File: src/rtl/cordic_rotate.sv
// cordic_rotate: iterative rotation-mode CORDIC producing amp*cos(angle), amp*sin(angle) with ready/valid on both sides
module cordic_rotate #(
  parameter int DATA_WIDTH  = 12,
  parameter int ANGLE_WIDTH = 16,
  parameter int ITERATIONS  = 12
) (
  input  logic                          clk,
  input  logic                          rst_n,
  input  logic signed [DATA_WIDTH-1:0]  amp_in,
  input  logic signed [ANGLE_WIDTH-1:0] angle_in,
  input  logic                          in_vld,
  output logic                          in_rdy,
  output logic signed [DATA_WIDTH-1:0]  cos_out,
  output logic signed [DATA_WIDTH-1:0]  sin_out,
  output logic                          out_vld,
  input  logic                          out_rdy
);
  localparam int XW = DATA_WIDTH + 2;
  localparam int AW = ANGLE_WIDTH + 1;
  localparam logic signed [AW-1:0] FULL = AW'(23040);
  localparam logic signed [AW-1:0] HALF = AW'(11520);
  localparam logic signed [AW-1:0] QTR  = AW'(5760);
  localparam logic signed [13:0] GAIN = 14'sd2487;
  localparam logic signed [XW-1:0] SMAX = XW'((1 << (DATA_WIDTH - 1)) - 1);
  localparam logic signed [XW-1:0] SMIN = -SMAX - XW'(1);
  localparam int ATAN [0:11] = '{2880, 1700, 898, 456, 228, 114, 57, 28, 14, 7, 3, 1};

  typedef enum logic [1:0] {IDLE, PRE, ITER, DONE} state_t;

  state_t r_state, w_next;
  logic signed [DATA_WIDTH-1:0]  r_amp;
  logic signed [ANGLE_WIDTH-1:0] r_angle;
  logic signed [XW-1:0]          r_x, r_y;
  logic signed [ANGLE_WIDTH-1:0] r_z;
  logic [3:0]                    r_cnt;
  logic signed [DATA_WIDTH-1:0]  r_cos, r_sin;
  logic                          r_vld;

  logic signed [AW-1:0]            w_a, w_wrap;
  logic signed [DATA_WIDTH+13:0]   w_prod;
  logic signed [XW-1:0]            w_amp_s, w_x0, w_xs, w_ys, w_xn, w_yn;
  logic signed [ANGLE_WIDTH-1:0]   w_z0, w_tab, w_zn;
  logic                            w_pos, w_last;

  function automatic logic signed [DATA_WIDTH-1:0] sat(input logic signed [XW-1:0] v);
    return v > SMAX ? DATA_WIDTH'(SMAX) : v < SMIN ? DATA_WIDTH'(SMIN) : DATA_WIDTH'(v);
  endfunction

  assign in_rdy  = r_state == IDLE;
  assign cos_out = r_cos;
  assign sin_out = r_sin;
  assign out_vld = r_vld;

  // wrap the angle into +-180 deg, prescale by 1/K and fold the outer quadrants onto the inner ones
  always_comb begin
    w_a     = AW'(r_angle);
    w_wrap  = w_a > HALF ? w_a - FULL : w_a < -HALF ? w_a + FULL : w_a;
    w_prod  = r_amp * GAIN;
    w_amp_s = XW'(w_prod >>> 12);
    w_x0    = (w_wrap > QTR || w_wrap < -QTR) ? -w_amp_s : w_amp_s;
    w_z0    = ANGLE_WIDTH'(w_wrap > QTR ? w_wrap - HALF : w_wrap < -QTR ? w_wrap + HALF : w_wrap);
  end

  // one micro-rotation, direction chosen by the sign of the residual angle
  always_comb begin
    w_xs   = r_x >>> r_cnt;
    w_ys   = r_y >>> r_cnt;
    w_tab  = ANGLE_WIDTH'(ATAN[r_cnt]);
    w_pos  = !r_z[ANGLE_WIDTH-1];
    w_xn   = w_pos ? r_x - w_ys : r_x + w_ys;
    w_yn   = w_pos ? r_y + w_xs : r_y - w_xs;
    w_zn   = w_pos ? r_z - w_tab : r_z + w_tab;
    w_last = r_cnt == 4'(ITERATIONS - 1);
  end

  // state register
  always_ff @(posedge clk or negedge rst_n)
    if (!rst_n) r_state <= IDLE;
    else r_state <= w_next;

  // next-state logic
  always_comb begin
    w_next = r_state;
    case (r_state)
      IDLE:    w_next = in_vld ? PRE : IDLE;
      PRE:     w_next = ITER;
      ITER:    w_next = w_last ? DONE : ITER;
      DONE:    w_next = out_rdy ? IDLE : DONE;
      default: w_next = IDLE;
    endcase
  end

  // datapath: capture, initial load, iterate, and hold the result until it is taken
  always_ff @(posedge clk or negedge rst_n)
    if (!rst_n) begin
      r_amp   <= '0;
      r_angle <= '0;
      r_x     <= '0;
      r_y     <= '0;
      r_z     <= '0;
      r_cnt   <= '0;
      r_cos   <= '0;
      r_sin   <= '0;
      r_vld   <= 1'b0;
    end else
      case (r_state)
        IDLE: if (in_vld) begin
          r_amp   <= amp_in;
          r_angle <= angle_in;
        end
        PRE: begin
          r_x   <= w_x0;
          r_y   <= '0;
          r_z   <= w_z0;
          r_cnt <= '0;
        end
        ITER: begin
          r_x   <= w_xn;
          r_y   <= w_yn;
          r_z   <= w_zn;
          r_cnt <= r_cnt + 4'd1;
          if (w_last) begin
            r_cos <= sat(w_xn);
            r_sin <= sat(w_yn);
            r_vld <= 1'b1;
          end
        end
        DONE: if (out_rdy) r_vld <= 1'b0;
        default: ;
      endcase
endmodule

File: config.mk
export PLATFORM = sky130hd
export DESIGN_NAME = cordic_rotate
export DESIGN_NICKNAME = d
export VERILOG_FILES = /design/src/rtl/cordic_rotate.sv
export SDC_FILE = /design/constraint.sdc
export NUM_CORES = 1
export LEC_CHECK = 0
export BUFFER_PORTS_ARGS = -buffer_cell sky130_fd_sc_hd__buf_2
export CORE_ASPECT_RATIO = 0.75
export CORE_UTILIZATION = 65
export DETAILED_ROUTE_END_ITERATION = 10
export PLACE_DENSITY = 0.84
export SLEW_MARGIN = 20
export SYNTH_ARGS = -nofsm -noshare
export SYNTH_HDL_FRONTEND = slang
export SYNTH_SLANG_ARGS = --single-unit
File: constraint.sdc
create_clock -name clk -period 16.94 [get_ports clk]
set_input_delay 1.694 -clock clk [delete_from_list [all_inputs] [get_ports clk]]
set_output_delay 1.694 -clock clk [all_outputs]
set_load 0.02 [all_outputs]
==> results_dict.tcl, run 1 <==
set metrics [dict create \
    tns_ps 0 \
    clockRootBuffer "clkbuf_16" \
    path_common_cell "fa_1" \
    path_cells "ha_1 > fa_1 > fa_1 > fa_1 > inv_1 > fa_1 > inv_1 > ha_1 > a211oi_1 > nand2_1 > o31a_1 > o21a_1 > o41ai_1 > o2111ai_1 > nor2_1 > nand3_1 > and4_1 > o31ai_1" \
    fin_crit_sh 0.378 \
    dieArea_sq_mm 0.0195 \
    insertion_delay_ps 360 \
    core_area_sq_mm 0.0185 \
    place_area_sq_mm 0.0127 \
    htree_levels 3 \
    ctsHoldBuffers 0 \
    io_pins 58 \
    wl_mm 30.0 \
    die_w_um 161 \
    drv_cap 0 \
    synthCells 1371 \
    critical_path_class "flop to flop" \
    dp_hpwl_mm 22.7 \
    drcViolationCount 0 \
    yosysTopAreaCell "dfrtp_1" \
    synth_edf_count 0 \
    crit_path_top_delay_cell "o41ai_1" \
    synth_seq_cells 103 \
    fin_skew_ps 11.8 \
    setup_viol 0 \
    syn-num-nets 1595 \
    cts_made_buffers 9 \
    ys.flop_type "dfrtp_1" \
    placedCellCount 1623 \
    status "finished clean" \
    cts_tree "built" \
    layout_min_cycle_time_ps 6410 \
    antenna_found_initial 1 \
    grt_start_max_net_pins 84 \
    cp_slowest_stage_delay_ps 700 \
    synthToLayoutAreaGrowth_pct 6.48 \
    cts_buffer_depth 2 \
    synth_common_cells "inv_1, ha_1, a21oi_1, dfrtp_1, nand2_1" \
    maxSlewHeadroom 0.326 \
    first_pass_iters 6 \
    slew_viol_final 0 \
    async_flop_share 1.00 \
    ys_seq_area_frac 0.209 \
    cts_resized 0 \
    synth_top_area_share 0.209 \
    fin_cells 1637 \
    layout-drive-gt1-share 0.132 \
    postRouteAntennaNets 0 \
    required_ps 17200 \
    synth.avg_cell_area_sq_um 8.98 \
    synthDistinctLibCells 91 \
    synth_top_cells_by_area "dfrtp_1, ha_1, fa_1" \
    n_antenna_cell 0 \
    synth_warnings 0 \
    syn_area_sq_mm 0.0123 \
    globalRoute.totalOverflow 0 \
    hp-class "flop to flop" \
    finalHoldViolCount 0 \
    yosysMostFrequentCell "inv_1" \
    rsz0062_at_grt "no" \
    max_freq_ghz 0.156 \
    grt_usage 0.324 \
    nFillCells 1423 \
    place.gp.congestion 0.921 \
    wl_per_cell_um 18.3 \
    cp.arrival_ps 6670 \
    dieHeight_um 121 \
    grt_pass1_vias 9908 \
    cp_max_fo 6 \
    critPathLaunchType "flop" \
    clock_sinks 103 \
    port_buffers 57 \
    grt_pass1_wl_mm 50.0 \
    tightestPinTransition_ps 1010 \
    num_vias 10349 \
    whs_ps 491 \
    clk_pin_slew_worst_paths_ps 80 \
    cts_setup_buffers 0 \
    final_nets 1611 \
    final_area_sq_mm 0.0131 \
    rows 43 \
    endpoint_kind "flop" \
    drt_iter0_drc 882 \
    vias_per_cell 6.32 \
    initial_utilization 0.665 \
]
-- cells by family (layout without fill, tap and decap cells) --
| logic type | Yosys count | count (layout) | share of synthesized area |
|---|---|---|---|
| multiplexers | 89 | 89 | 0.102 |
| XOR/XNOR | 101 | 101 | 0.0736 |
| flip-flops | 103 | 103 | 0.209 |
| AO/OA/AOI/OAI | 348 | 348 | 0.189 |
| AND/OR/NAND/NOR | 328 | 328 | 0.131 |
| adder cells (fa/ha/maj) | 192 | 192 | 0.228 |
| buffers and inverters | 210 | 229 | 0.0661 |
-- worst paths after layout --
path | startpoint | end | slack (ps) | depth (start not counted)
min | cos_out[11]$_DFFE_PN0P_ | cos_out[11]$_DFFE_PN0P_ | 490 | 2
max reg2reg | r_amp[4]$_DFFE_PN0P_ | r_x[12]$_DFFE_PN0P_ | 10530 | 18
min in group asynchronous | rst_n | r_angle[10]$_DFFE_PN0P_ | 1220 | 1
max in group asynchronous | rst_n | r_y[12]$_DFFE_PN0P_ | 14660 | 2
max | r_amp[4]$_DFFE_PN0P_ | r_x[12]$_DFFE_PN0P_ | 10530 | 18
min reg2reg | cos_out[11]$_DFFE_PN0P_ | cos_out[11]$_DFFE_PN0P_ | 490 | 2
-- layout make-up --
| cell class | count | area [sq um] | share of cell area |
|---|---|---|---|
| Clock buffer | 9 | 225 | 0.0172 |
| Clock inverter | 5 | 131 | 0.0100 |
| Inverter | 147 | 552 | 0.0421 |
| Multi-Input combinational cell | 1058 | 8930 | 0.682 |
| Sequential cell | 103 | 2580 | 0.197 |
| Tap cell | 247 | 309 | 0.0236 |
| Timing Repair Buffer | 68 | 374 | 0.0285 |
-- routing by layer --
| layer | up-vias | GRT usage | routed length [um] |
|---|---|---|---|
| li1 | 4889 | - | - |
| met1 | 4983 | 0.470 | 13600 |
| met2 | 427 | 0.491 | 13100 |
| met3 | 48 | 0.0704 | 2760 |
| met4 | 2 | 0.0825 | 515 |
| met5 | - | 0 | 9 |
-- placed cells by master (no fill, tap or decap), types with 6 or more instances in the layout --
cell	count
inv_1	145
ha_1	137
a21oi_1	103
dfrtp_1	103
nand2_1	97
nor2_1	85
xnor2_1	57
buf_2	56
fa_1	54
o21ai_0	50
xor2_1	42
mux2_2	39
mux4_2	25
o211ai_1	23
mux2i_1	22
nor3_1	21
a31oi_1	21
nand3_1	19
a21o_1	17
o21ai_1	16
nor2b_1	13
nand2b_1	13
o21a_1	12
or2_2	11
and3_1	11
and2_1	11
o31ai_1	11
o22ai_1	11
buf_4	11
o2bb2ai_1	10
clkbuf_16	9
a211oi_1	8
or3_1	7
a31o_2	6
o31a_1	6
-- sequential cells by signal, summed over array words and instances (netlist names) --
name and count:
cos_out 12, out_vld 1, r_amp 12, r_angle 16, r_cnt 4, r_state 2, r_x 14, r_y 14
r_z 16, sin_out 12
-- worst max-delay path: cells and delay by family (launching register included) --
kind                       cells  cell delay (ps)
adders and majority gates      6             2790
AOI/OAI and AO/OA              6             2270
and+or+nand+nor                4              650
DFF                            1              480
buffers and inverters          2              100
-- per-stage QoR --
step,util,worst slack (ps)
after floorplan,-,11150
after global placement,0.688,10850
after detailed placement,0.688,10660
after CTS,0.707,10610
after global routing,0.708,10020
final,0.708,10530
Power of run 1 is not shown: default switching activity piles up to over one toggle a cycle in this logic, so the estimate is an artifact.
==> run 2, diff against run 1 <==
--- a/config.mk
+++ b/config.mk
@@ -5,11 +5,12 @@
 export SDC_FILE = /design/constraint.sdc
 export NUM_CORES = 1
 export LEC_CHECK = 0
+export ABC_AREA = 1
 export BUFFER_PORTS_ARGS = -buffer_cell sky130_fd_sc_hd__buf_2
 export CORE_ASPECT_RATIO = 0.75
-export CORE_UTILIZATION = 65
+export CORE_UTILIZATION = 58
 export DETAILED_ROUTE_END_ITERATION = 10
-export PLACE_DENSITY = 0.84
+export PLACE_DENSITY = 0.79
 export SLEW_MARGIN = 20
 export SYNTH_ARGS = -nofsm -noshare
 export SYNTH_HDL_FRONTEND = slang
==> constraint.sdc (replaced) <==
create_clock -name clk -period 5.35 [get_ports clk]
set_input_delay 0.535 -clock clk [delete_from_list [all_inputs] [get_ports clk]]
set_output_delay 0.535 -clock clk [all_outputs]
set_load 0.02 [all_outputs]
==> run 2 against run 1 <==
Worst hold slack got worse by 300 ps. Flip-flop and latch count unchanged. Worst setup slack worse by 10000 ps. Final area grew 4.3%. Via count grew 14%. Global-route usage is 2.0 points lower. Count of clock-buffer cells in the layout rose by 1. Core utilization fell by 6.2 points. Critical path type unchanged. Critical endpoint is now r_x[9]$_DFFE_PN0P_.
==> results_dict.tcl, run 2 <==
set metrics [dict create \
    status "finished clean" \
    wl_mm 32.6 \
    die_w_um 172 \
    finalHoldViolCount 0 \
    fin_crit_sh 0.947 \
    layout_common_cells "nand2_1, inv_1, nor2_1" \
    cts_made_buffers 9 \
    clk_pin_slew_worst_paths_ps 80 \
    cts_buffer_depth 2 \
    slew_viol_final 0 \
    placedCellCount 2085 \
    drcViolationCount 0 \
    cp.arrival_ps 5320 \
    tightestPinTransition_ps 936 \
    cp.buffers_inverters 3 \
    crit_path_top_delay_cell "fa_1" \
    syn-num-nets 1986 \
    dieArea_sq_mm 0.0223 \
    synth_edf_count 0 \
    required_ps 5610 \
    grt_pass1_vias 11122 \
    wl_per_cell_um 15.5 \
    layout-drive-gt1-share 0.139 \
    max_freq_ghz 0.197 \
    layout_min_cycle_time_ps 5070 \
    reg_top3 "r_angle x16, r_z x16" \
    htree_levels 3 \
    clockRootBuffer "clkbuf_16" \
    critPathLaunchType "flop" \
    regToRegSetupSlack_ps 280 \
    synthToLayoutAreaGrowth_pct 8.73 \
    hp-class "input port to asynchronous set/reset pin" \
    n_antenna_cell 0 \
    syn_area_sq_mm 0.0126 \
    critical_path_class "flop to flop" \
    fin_skew_ps 17.6 \
    synthDistinctLibCells 54 \
    core_area_sq_mm 0.0212 \
    drt_iter0_drc 958 \
    dieHeight_um 130 \
    grt_usage 0.304 \
    grt_start_max_net_pins 73 \
    setup_viol 0 \
    ctsHoldBuffers 0 \
    port_buffers 57 \
    cp_max_fo 6 \
    drv_cap 0 \
    ys_seq_area_frac 0.205 \
    path_cells "ha_1 > fa_1 > fa_1 > fa_1 > inv_1 > fa_1 > inv_1 > ha_2 > nand2_1 > or2_2 > nand2_1 > a21oi_1 > nand2_1 > xor2_2 > inv_1 > nand2_1 > nor2_2 > nand2_1 > o21ai_1 > and2_1 > nor2_1 > nor2_1" \
    path_common_cell "nand2_1" \
    initial_utilization 0.594 \
    final_common_cell "nand2_1" \
    place.gp.congestion 0.954 \
    clock_sinks 103 \
    rows 46 \
    synth_top_cells_by_area "dfrtp_1, ha_1, nand2_1" \
    vias_per_cell 5.61 \
    cp.depth 22 \
    yosysMostFrequentCell "nand2_1" \
    maxSlewHeadroom 0.375 \
    synth_seq_cells 103 \
    r2r-start "r_amp[6]$_DFFE_PN0P_" \
    cts_tree "built" \
    endpoint_kind "flop" \
    final_nets 2035 \
    antenna_found_initial 0 \
    io_pins 58 \
    synth_common_cells "nand2_1, inv_1, nor2_1" \
    async_flop_share 1.00 \
    cp_slowest_stage_delay_ps 580 \
    startpoint "r_amp[6]$_DFFE_PN0P_" \
    globalRoute.totalOverflow 0 \
    synth_top_area_share 0.205 \
    yosysTopAreaCell "dfrtp_1" \
    ys.flop_type "dfrtp_1" \
    whs_ps 186 \
    synth_warnings 0 \
    insertion_delay_ps 370 \
    rr_endpoint "r_x[9]$_DFFE_PN0P_" \
    rsz0062_at_grt "no" \
    num_vias 11797 \
    dp_hpwl_mm 25.9 \
    synth.avg_cell_area_sq_um 7.14 \
    fin_cells 2104 \
    r2r_cells 22 \
    postRouteAntennaNets 0 \
    cp_top_family "adder cells" \
    first_pass_iters 6 \
    synthCells 1762 \
    grt_pass1_wl_mm 53.8 \
]
==> run 2: layer usage <==
metal	track usage	share of wire	up-vias	routed length [um]
li1	-	-	5776	-
met1	0.448	0.47	5539	15500
met2	0.455	0.42	456	13800
met3	0.0663	0.091	26	2960
met4	0.0630	0.010	0	335
met5	0	0	-	0
==> run 2: cell type report <==
| class | instances | area (sq um) |
|---|---|---|
| clock inverter | 6 | 63.8 |
| fill | 1909 | 7510 |
| timing repair buffer | 90 | 552 |
| clock buffer | 10 | 229 |
| inverter | 282 | 1060 |
| multi-input combinational | 1325 | 8820 |
| tap | 288 | 360 |
| sequential | 103 | 2580 |
==> run 2: stage by stage <==
stage               worst slack, ps  instance area (sq um)  setup TNS [ps]   util
global placement               96.2                  13100               0  0.621
finish                          282                  13700               0  0.646
detailed placement            -66.4                  13100           -68.3  0.621
floorplan                       324                  12600               0      -
CTS                            14.3                  13500               0  0.635
global route                   10.5                  13700               0  0.646
==> run 2: kinds of logic (layout without fill, tap and decap cells) <==
group	after synthesis	count (layout)	share of synthesized area
flip-flops	103	103	0.205
multiplexers	12	12	0.0107
AND/OR/NAND/NOR	743	743	0.255
adder cells (fa/ha/maj)	192	192	0.223
AO/OA/AOI/OAI	300	300	0.142
buffers and inverters	334	388	0.110
XOR/XNOR	78	78	0.0543
==> run 2: worst max path at each step <==
stage	end
global route	r_x[13]$_DFFE_PN0P_
global placement	r_x[10]$_DFFE_PN0P_
finish	r_x[9]$_DFFE_PN0P_
CTS	r_x[10]$_DFFE_PN0P_
detailed placement	r_x[10]$_DFFE_PN0P_
floorplan	r_x[10]$_DFFE_PN0P_
==> run 2: what timing repair did <==
action / CTS / global route
gates resized for setup: 2 / 45
setup endpoints to repair: 2 / 10
cloned: 0 / 0
pin swaps: 0 / 4
buffers inserted: 0 / 3
Power of run 2 is left out for the same reason.
